$ cat src/rtl/msg_block_buffer.sv
`default_nettype none
// ============================================================================
// Module      : msg_block_buffer
// Description : Assembles the serial message byte stream into a 64-byte
//               little-endian BLAKE2s message block, computes the BLAKE2 byte
//               counter t for each block, and presents {m, t, first, last} to
//               the compression core through a single-block hold register
//               with a valid/ack handshake.
// Ports       : clk, nreset          - clock, synchronous active-low reset
//               data_v_i/data_i/data_idx_i - byte strobe, byte, byte position
//               block_first_i/block_last_i - block position in the message
//               kk_i, ll_i           - key length, message length (bytes)
//               blk_ack_i            - core consumed the held block
//               ready_o              - buffer can accept a new block
//               blk_v_o/blk_m_o/blk_t_o/blk_first_o/blk_last_o - held block
//               ovf_o                - sticky: block lost because hold full
// Revision    : 1.0 - initial release
// ============================================================================
module msg_block_buffer #(
  parameter int BB_LOG2 = 6,
  parameter int T_W     = 64
) (
  input  logic                          clk,
  input  logic                          nreset,
  input  logic                          data_v_i,
  input  logic [7:0]                    data_i,
  input  logic [BB_LOG2-1:0]            data_idx_i,
  input  logic                          block_first_i,
  input  logic                          block_last_i,
  input  logic [5:0]                    kk_i,
  input  logic [T_W-1:0]                ll_i,
  input  logic                          blk_ack_i,
  output logic                          ready_o,
  output logic                          blk_v_o,
  output logic [8*(2**BB_LOG2)-1:0]     blk_m_o,
  output logic [T_W-1:0]                blk_t_o,
  output logic                          blk_first_o,
  output logic                          blk_last_o,
  output logic                          ovf_o
);

  localparam int             c_NB        = 2**BB_LOG2;
  localparam int             c_MW        = 8*c_NB;
  localparam logic [T_W-1:0] c_BLK_BYTES = T_W'(c_NB);

  logic [c_MW-1:0] r_fill;
  logic [c_MW-1:0] r_blk_m;
  logic [T_W-1:0]  r_blk_t;
  logic [T_W-1:0]  r_t;
  logic            r_hold_v;
  logic            r_blk_first;
  logic            r_blk_last;
  logic            r_ovf;

  logic            w_complete;
  logic            w_transfer;
  logic [c_MW-1:0] w_m_merged;
  logic [T_W-1:0]  w_t_base;
  logic [T_W-1:0]  w_t_run;
  logic [T_W-1:0]  w_t_last;
  logic [T_W-1:0]  w_t_blk;

  // The final byte position closes the block; its byte is still being written
  // into r_fill this cycle, so the transferred block splices it in directly.
  assign w_complete = data_v_i && (data_idx_i == {BB_LOG2{1'b1}});
  assign w_m_merged = {data_i, r_fill[c_MW-9:0]};

  // An ack arriving with completion frees the hold in the same cycle.
  assign w_transfer = w_complete && (!r_hold_v || blk_ack_i);

  // A keyed message carries the padded key block in front of the data, so the
  // final counter includes one extra block of bytes.
  assign w_t_base = block_first_i ? '0 : r_t;
  assign w_t_run  = w_t_base + c_BLK_BYTES;
  assign w_t_last = ll_i + ((kk_i != 6'd0) ? c_BLK_BYTES : '0);
  assign w_t_blk  = block_last_i ? w_t_last : w_t_run;

  always_ff @(posedge clk) begin
    if (!nreset) begin
      r_fill      <= '0;
      r_blk_m     <= '0;
      r_blk_t     <= '0;
      r_t         <= '0;
      r_hold_v    <= 1'b0;
      r_blk_first <= 1'b0;
      r_blk_last  <= 1'b0;
      r_ovf       <= 1'b0;
    end else begin
      // Bytes land regardless of ready_o; position is purely data_idx_i.
      for (int k = 0; k < c_NB; k++) begin
        if (data_v_i && (data_idx_i == BB_LOG2'(k))) begin
          r_fill[8*k +: 8] <= data_i;
        end
      end

      if (w_transfer) begin
        r_blk_m     <= w_m_merged;
        r_blk_t     <= w_t_blk;
        r_blk_first <= block_first_i;
        r_blk_last  <= block_last_i;
        r_hold_v    <= 1'b1;
        r_t         <= block_last_i ? '0 : w_t_run;
      end else if (blk_ack_i && r_hold_v) begin
        r_hold_v    <= 1'b0;
      end

      // Dropped block: counter is left untouched so the stream can be resent.
      if (w_complete && r_hold_v && !blk_ack_i) begin
        r_ovf <= 1'b1;
      end
    end
  end

  assign ready_o     = ~r_hold_v;
  assign blk_v_o     = r_hold_v;
  assign blk_m_o     = r_blk_m;
  assign blk_t_o     = r_blk_t;
  assign blk_first_o = r_blk_first;
  assign blk_last_o  = r_blk_last;
  assign ovf_o       = r_ovf;

endmodule
`default_nettype wire
$ cat config.mk
export PLATFORM = sky130hd
export DESIGN_NAME = msg_block_buffer
export DESIGN_NICKNAME = d
export VERILOG_FILES = /design/src/rtl/msg_block_buffer.sv
export SDC_FILE = /design/constraint.sdc
export NUM_CORES = 2
export LEC_CHECK = 0
export CAP_MARGIN = 15
export CORE_MARGIN = 2
export CORE_UTILIZATION = 33
export CTS_CLUSTER_DIAMETER = 100
export CTS_CLUSTER_SIZE = 24
export DETAILED_ROUTE_END_ITERATION = 7
export HOLD_SLACK_MARGIN = 0.08
export SLEW_MARGIN = 15
export SYNTH_ARGS = -nofsm -noshare
export SYNTH_HDL_FRONTEND = slang
export SYNTH_SLANG_ARGS = --single-unit
$ cat constraint.sdc
create_clock -name clk -period 3.29 [get_ports clk]
set_input_delay 0.4935 -clock clk [delete_from_list [all_inputs] [get_ports clk]]
set_output_delay 0.4935 -clock clk [all_outputs]
set_load 0.05 [all_outputs]
* Word-level counts from Yosys, hierarchy flattened
Index checks and enable logic that the tools add are counted.
Word-level totals: bits in registers 1148, input port bits 90, output and inout port bits 581, word-level logic and storage cells 216
Cells by class: add/sub/neg operators 2, eq/ne operators 63, mux-type cells 6, bitwise operators 1, reductions and logical operators 74
Operator list (number):
- $eq 6x6->1 const B | 32
- $mux 64 | 3
- $eq 6x5->1 const B | 16
- $logic_and 1x1->1 | 68
- $add 64x7->64 | 1
- $add 64x7->64 const B | 1
- $eq 6x4->1 const B | 8
- $eq 6x3->1 const B | 4
- $eq 6x2->1 const B | 2
- $mux 7 | 1
- $eq 6x1->1 const B | 1
- $logic_not 6->1 | 1
- $reduce_bool 6->1 | 1
- $logic_not 1->1 | 2
- $mux 1 | 2
- $reduce_bool 2->1 | 1
- $logic_or 1x1->1 | 1
- $not 1->1 | 1

* Logic depth before layout (Yosys ltp)
depth in word-level cells 4, depth in mapped cells 13, mapped depth without buffers 9

* Worst setup path before layout
OpenSTA, ideal clock, no wires.
path kind input port to flip-flop, start point input block_first_i, end point register r_t[34], data arrival time 3.412 ns, slack -0.189 ns, cell stages on the path 13, buffers on the path 5, cell sequence clkbuf_1 > clkbuf_1 > buf_1 > nor2b_1 > ha_1 > clkbuf_2 > nand2_1 > or4_4 > or3_1 > buf_6 > or4_1 > a21o_1 > a21oi_2
Between the ends: cells in the longest elaborated chain, start to end 3
RTL lines:
- from (decl) | RTL line 28 | input logic block_first_i,
- $mux 64 | RTL line 73 | assign w_t_base = block_first_i ? '0 : r_t;
- $add 64x7->64 | RTL line 74 | assign w_t_run = w_t_base + c_BLK_BYTES;
- $mux 64 | RTL line 102 | r_t <= block_last_i ? '0 : w_t_run;
- to (signal assigned) | RTL line 102
- to (decl) | RTL line 49 | logic [T_W-1:0] r_t;
No other way between the ends. A chain may end at the register's enable or synchronous reset.

* Worst setup path after layout
start point register r_t[19], end point register r_t[55]
Between the ends: cells in the longest elaborated chain, start to end 3
RTL lines (RTL line):
- $mux 64 | 73
- $add 64x7->64 | 74
- $mux 64 | 102
No other way between the ends.

==> results.cfg <==
[status]
status = complete, no violations

[route]
vias = 41536
drcViolationCount = 0
antenna_left = 0
firstDrtPassIters = 8
via_per_inst = 5.23
drtIter0Drc = 3650
drt_wl_total_um = 174000
routedWlPerCell_um = 21.9

[floorplan]
ios = 671
core-area_mm2 = 0.133
die_h_um = 370
start_util = 0.332
rows = 134
dieWidth_um = 370
die_area_mm2 = 0.137

[clock_network]
clk_pin_slew_ps = 100
post_cts_buffers = 0
numCtsBuffers = 57
cts_hold_buf = 0
cts-root-buf = clkbuf_16
cts_tree = done
h-tree-depth = 2
clock_latency_ps = 730
clock_sinks = 1148
cts_resized = 0
ctsLongestPathBuffers = 3

[worst_setup_path]
reg2reg_depth = 7
ff2ff_setup_slack_ps = 480
worstSetupStartpointType = flop
critPathCaptureType = flop
r2r_start = r_t[19]
reg2reg_to = r_t[55]
worst_ep_required_time_ps = 3880
arrival_ps = 3400
crit_fanout = 9
worstSetupPathType = flop to flop

[hold_path]
whs_path_depth = 3
hp-class = input port to flop
min_to = r_fill[328]
hold_path.startpoint = data_i[0]

[grt]
grt_max_degree = 179
track_usage = 0.242
grt_pass1_vias = 38482
grt_overflow = 0
antenna_found_initial = 7
grt_pass1_wl_um = 253000

[synth]
synth_top_flop_cell = dfxtp_1
synth-seq-cells = 1148
async_flop_share = 0
avgSynthCellArea_um2 = 7.94
synth_cell_types = 69
syn-num-nets = 5653
syn_inst = 5559
ys.warnings.count = 0
synth-edff-count = 0
syn_area_mm2 = 0.0442
seq_area_frac_synth = 0.520

[power]
finalPower_uw = 23300
p_leak_uw = 0.0177
power_density_mw_per_mm2 = 416
ir_worst_vdd_mv = 0.389

[run]
max_cap_viol_count = 0

[timing]
fmax_mhz = 356
finalClockSkew_ps = 42.2
final-hold-violation-count = 0
fin_setup_tns_ps = 0
fin_crit_sh = 0.854
min_period_ps = 2810
grt_setup_unrepaired = false
whs_ps = 279
slew_headroom = 0.308
finalSetupViolCount = 0
tightest_slew_ps = 1040
finalMaxSlewViolations = 0

[final_layout]
nets = 6260
drive_gt1_frac = 0.0727
layout_commonest_cell = nand2_1
multiInputGateArea_mm2 = 0.0195
syn_to_final_growth_pct = 27.1
regArea_mm2 = 0.0230
fillCellCount = 13514
final_core_utilization = 0.421
most-common-layout-cells = nand2_1, dfxtp_1, a21oi_1

[placement]
place.gp.congestion = 0.935
dp_hpwl_um = 120000
port_buffers = 670
[Yosys cell counts, drive strengths merged, types with 25 or more instances]
cell type     n  area (um2)
nand2      1583        5940
dfxtp      1148       23000
a21oi       942        4720
nand3       415        2080
clkbuf      411        1550
nor2        283        1060
mux2i       173        1730
nor3         57         285
nand4        49         307
o21ai        49         245
nor4         47         309
xnor2        45         394
buf          37         164
and3         28         175
a31oi        25         156
nor2b        25         156
[logic make-up (layout without fill, tap and decap cells)]
logic type               after synthesis  count (layout)  share of synthesized area
AND/OR/NAND/NOR                     2591            2591                      0.251
flip-flops                          1148            1148                      0.520
AO/OA/AOI/OAI                       1110            1110                      0.133
buffers and inverters                460            1080                     0.0397
multiplexers                         181             181                     0.0413
XOR/XNOR                              65              65                     0.0129
adder cells (fa/ha/maj)                4               4                    0.00113
other                                  0               2                          0
[state kept, by name, indices dropped and copies added, names as in the netlist]
register	count
blk_v_o	1
blk_first_o	1
r_t	64
blk_t_o	64
blk_last_o	1
ovf_o	1
r_fill	504
blk_m_o	512
[area by class of cell]
class,count,area share
inverters,12,0.000937
diodes,2,0.0000892
clock buffers,58,0.0257
clock inverters,14,0.00390
repair buffers,996,0.172
multi-input cells,3951,0.348
flip-flops and latches,1148,0.410
well taps,1768,0.0394
[routing by layer]
metal  vias to the layer above  routed length (um)  GRT usage
met5                         -                  66          0
met4                        10                6710     0.0857
li1                      19849                   -          -
met2                      1294               82300      0.401
met3                       255               10300     0.0399
met1                     20128               74300      0.316
[through the flow]
stage,worst slack (ps),cells,area [um2]
floorplan,3.47,5559,44200
CTS,542,7947,56100
global placement,-214,7875,54400
global route,352,7947,56100
finish,480,7949,56100
detailed placement,-198,7875,54400
[critical path: stages (launching register included)]
cell	delay [ps]
dfxtp_1	420
nand3_1	310
or4_1	600
buf_4	190
or4b_1	540
o31a_1	280
a21o_1	150
a32o_1	200
[report_power, final]
| part | internal, uW | leakage (uW) | switching [uW] |
|---|---|---|---|
| Sequential | 13900 | 0.00924 | 16.0 |
| Clock | 3320 | 0.000801 | 4850 |
| Combinational | 337 | 0.00770 | 876 |
[how the worst max path moves through the flow]
stage	startpoint	end	cells after the start
floorplan	block_first_i	r_t[34]	13
global placement	kk_i[5]	blk_t_o[63]	13
detailed placement	kk_i[5]	blk_t_o[63]	13
CTS	r_t[19]	r_t[55]	7
global route	r_t[19]	r_t[55]	7
finish	r_t[19]	r_t[55]	7
Power figures use the tool's default switching activity.
